### config.mk
export PLATFORM = sky130hd
export DESIGN_NAME = sort_word_collector
export DESIGN_NICKNAME = d
export VERILOG_FILES = /design/src/rtl/sort_word_collector.sv
export SDC_FILE = /design/constraint.sdc
export NUM_CORES = 1
export LEC_CHECK = 0
export BUFFER_PORTS_ARGS = -buffer_cell sky130_fd_sc_hd__buf_2
export CAP_MARGIN = 5
export CORE_MARGIN = 2
export CORE_UTILIZATION = 40
export DETAILED_ROUTE_END_ITERATION = 7
export SLEW_MARGIN = 15
export SYNTH_ARGS = -nofsm -noshare
export SYNTH_HDL_FRONTEND = slang
export SYNTH_SLANG_ARGS = --single-unit
### constraint.sdc
create_clock -name clk -period 2.51 [get_ports clk]
set_input_delay 0.251 -clock clk [delete_from_list [all_inputs] [get_ports clk]]
set_output_delay 0.251 -clock clk [all_outputs]
set_load 0.1 [all_outputs]
### src/rtl/sort_word_collector.sv
// sort_word_collector: packs groups of ELEMS elements into one word for the sorting network.
// Define COLLECT_FLUSH_EN to add a flush input that emits a PAD_VAL-filled partial word.
module sort_word_collector #(
    parameter int                ELEM_W  = 4,
    parameter int                ELEMS   = 4,
    parameter logic [ELEM_W-1:0] PAD_VAL = '0
) (
    input  logic                         clk,
    input  logic                         rst,
`ifdef COLLECT_FLUSH_EN
    input  logic                         flush,
`endif
    input  logic                         in_valid,
    output logic                         in_ready,
    input  logic [ELEM_W-1:0]            in_data,
    output logic                         out_valid,
    input  logic                         out_ready,
    output logic [ELEM_W*ELEMS-1:0]      out_data,
    output logic [$clog2(ELEMS+1)-1:0]   out_count
);
    localparam int CW = $clog2(ELEMS);
    localparam int NW = $clog2(ELEMS + 1);
    localparam int DW = ELEM_W * ELEMS;
    logic [CW-1:0] r_cnt;
    logic [DW-1:0] r_asm, w_asm_next, r_out_data;
    logic [NW-1:0] r_out_count;
    logic          r_out_valid;
    logic          w_last, w_free, w_acc, w_full, w_flush_pend, w_flush_load;
    assign w_last       = r_cnt == CW'(ELEMS - 1);
    assign w_free       = ~r_out_valid | out_ready;
    assign in_ready     = ~rst & ~w_flush_pend & ~(w_last & r_out_valid & ~out_ready);
    assign w_acc        = in_valid & in_ready;
    assign w_full       = w_acc & w_last;
    assign w_flush_load = w_flush_pend & w_free;
    always_comb begin
        w_asm_next = r_asm;
        if (w_acc) w_asm_next[(ELEMS - 1 - int'(r_cnt)) * ELEM_W +: ELEM_W] = in_data;
    end
`ifdef COLLECT_FLUSH_EN
    logic r_flush_pend, w_flush_set;
    // A flush arriving with the completing accept is absorbed by that full word.
    assign w_flush_set = flush & ~r_flush_pend & ~w_full & ((r_cnt != '0) | w_acc);
    always_ff @(posedge clk or posedge rst) begin
        if (rst) r_flush_pend <= 1'b0;
        else     r_flush_pend <= w_flush_set | (r_flush_pend & ~w_free);
    end
    assign w_flush_pend = r_flush_pend;
`else
    assign w_flush_pend = 1'b0;
`endif
    always_ff @(posedge clk or posedge rst) begin
        if (rst) begin
            r_cnt       <= '0;
            r_asm       <= '0;
            r_out_valid <= 1'b0;
            r_out_data  <= '0;
            r_out_count <= '0;
        end else if (w_full | w_flush_load) begin
            r_cnt       <= '0;
            r_asm       <= {ELEMS{PAD_VAL}};
            r_out_valid <= 1'b1;
            r_out_data  <= w_full ? w_asm_next : r_asm;
            r_out_count <= w_full ? NW'(ELEMS) : NW'(r_cnt);
        end else begin
            if (w_acc) begin
                r_cnt <= r_cnt + 1'b1;
                r_asm <= w_asm_next;
            end
            if (out_ready) r_out_valid <= 1'b0;
        end
    end
    assign out_valid = r_out_valid;
    assign out_data  = r_out_data;
    assign out_count = r_out_count;
endmodule

==> metrics <==
RSZ-0062 raised after global routing=no; kind of critical path=register to output pin; Final Max Slew Viols=0; min-delay worst type=input port to asynchronous set/reset pin; DRC viols=0; Data arrival, critical path=between 1.5 and 2 ns; DR pass1 iterations=4; largest net degree at the start of global routing=22; Final Wtd Congestion=0.761; sequential area share after synthesis=50.5%; Primary FF master, synth=dfrtp_1; status=finished clean; share of the synthesized area in the top cell type=50.5%; DP Wirelength=2340 um; CTS Hold Bufs=0; Area Growth Syn to Fin=18.5%; Worst-Margin Slew=just under 0.8 ns; Worst setup EP type=output pin; initial antenna violation count=0; total of max-cap violations=0; FF-to-FF path depth=5; number of enable flip-flop cells after synthesis=0; initial cell density of the core=42.4%; met1 wire length=around 1500 um; Final setup viols=0; vias in the first global route=between 1,000 and 1,500; clock-pin slew on the worst setup and hold paths=approximately 0.07 ns; share of cells above drive strength 1=about a third; Chip Width=between 60 and 70 um; antenna-violating nets left=0; All-Layer GR Usage=approximately 17%; post-cts resize count=0; routed len/inst=~15 um; CTS Buffer Depth=2; CP required=around 2.3 ns; Yosys warning count=0; clk_lat worst skew=~0.29 ns; fin crit share=about nine tenths; WL final=around 3200 um; met2 wire length=1460 um; total core area=between 3000 and 4000 um^2; syn_area_per_cell=roughly 12 um^2; initial drt markers=83; Synth area leader=dfrtp_1; nature of the critical path startpoint=register; Post-Synthesis Cells=between 100 and 150; first-pass GRT wire length=5550 um; vias per inst=approximately 5.5; Async SR Flop Fraction=100%; die area=4490 um^2; # IOs=29; Post-Route Setup TNS=0 ns; worst clock skew=approximately 0.0065 ns; highest routed layer=met4; diode count=0; die span in y=roughly 67 um; Final Hold Violating Endpoints=0; slew margin rel.=about half; fmax=0.449 GHz; slowest cell delay on critical path=~0.5 ns; clock root buffer=clkbuf_8; CP Max Fanout=11; worst-path cell chain=ha_1 -> and3b_1 -> nor2_2 -> buf_2; # fillers=349; clock sink total=32; highest-delay cell along the critical path=dfrtp_1; register bit total from synthesis=32; Via Count=between 1,000 and 1,500; Port Buffers=26; area of the mapped netlist=approximately 1600 um^2; top post-synthesis cells by area=dfrtp_1, a22o_1, mux2_2; H-tree Lvls=2; TritonCTS Buffers=5; nets@finish=roughly 170; fin util=50.2%; Yosys cell types=35; Post CTS Setup Buffer Count=0; CTS tree=done; final worst path period need=between 2 and 2.5 ns; GRT Residual Overflow=0; DR WL met3=approximately 170 um; # rows=22
-- registers in the layout (all words and copies together) (netlist names) --
register	cells
out_data	16
out_count	1
out_valid	1
r_cnt	2
r_asm	12
-- cells in the mapped netlist, types with 2 or more instances --
library cell	number
ha_1	5
buf_4	2
nor2b_1	6
a31oi_1	8
buf_2	3
mux2_4	2
o211ai_1	3
buf_6	2
a22o_1	14
and3b_1	3
inv_1	8
mux2i_1	4
dfrtp_1	32
nand4_1	4
o21ai_0	4
a21o_1	2
mux2_2	6
nand2_1	6
-- through the flow --
stage	instances	area (um^2)	hold WS [ns]	setup WS [ns]
floorplan	132	1590	0.367	0.284
global placement	202	1750	0.454	0.644
detailed placement	202	1750	0.453	0.599
CTS	210	1880	0.193	0.279
global route	210	1880	0.231	0.190
finish	210	1880	0.153	0.284
-- cells by family after synthesis --
family          synth area share [%]
compound gates                  15.6
simple gates                    15.9
other cells                    0.236
buf+inv                         5.20
flops                           50.5
fa+ha+maj                       3.94
mux                             8.67
-- final cells by class --
| class | instances | area (um^2) | area share [%] |
|---|---|---|---|
| Timing Repair Buffer | 29 | 153 | 8.12 |
| Tap cell | 48 | 60.1 | 3.20 |
| Inverter | 8 | 30.0 | 1.60 |
| Sequential cell | 32 | 801 | 42.6 |
| Multi-Input combinational cell | 85 | 709 | 37.7 |
| Clock inverter | 1 | 30.0 | 1.60 |
| Clock buffer | 7 | 96.3 | 5.13 |
-- cells in the final DEF (no fill, tap or decap), drive strengths merged, types with 2 or more instances in the layout --
cell type / n
a21o: 2
a22o: 14
a31oi: 8
and3: 2
and3b: 3
buf: 29
clkbuf: 7
conb: 2
dfrtp: 32
ha: 5
inv: 8
mux2: 8
mux2i: 4
nand2: 6
nand2b: 2
nand3b: 2
nand4: 4
nor2b: 7
nor3b: 2
o211ai: 3
o21ai: 4
-- metal layers --
metal	up-vias	track usage, %
met3	6	5.24
met5	-	0
met1	574	23.0
met4	0	7.91
met2	29	24.9
li1	543	-
-- critical path, delay by kind of cell, from the launching register on --
family                   cells  cell delay [ns]
flip-flops                   1             0.51
AND/OR/NAND/NOR              2             0.36
adder cells (fa/ha/maj)      1             0.39
buffers and inverters        1             0.42
-- path summary, 6_finish.rpt --
check / start / to / slack [ns]
setup / recovery: r_cnt[0]$_DFFE_PP0P_ / in_ready / 0.28
hold reg to reg: out_count[2]$_DFFE_PP0P_ / out_count[2]$_DFFE_PP0P_ / 0.47
min in group clk: in_data[3] / out_data[3]$_DFFE_PP0P_ / 0.26
max in group asynchronous: rst / out_data[13]$_DFFE_PP0P_ / 1.69
hold / removal: rst / out_count[2]$_DFFE_PP0P_ / 0.15
setup reg to reg: r_cnt[0]$_DFFE_PP0P_ / r_asm[14]$_DFFE_PP0P_ / 0.57
Power is not shown: default switching activity piles up to over one toggle a cycle in this logic, so the estimate is an artifact.
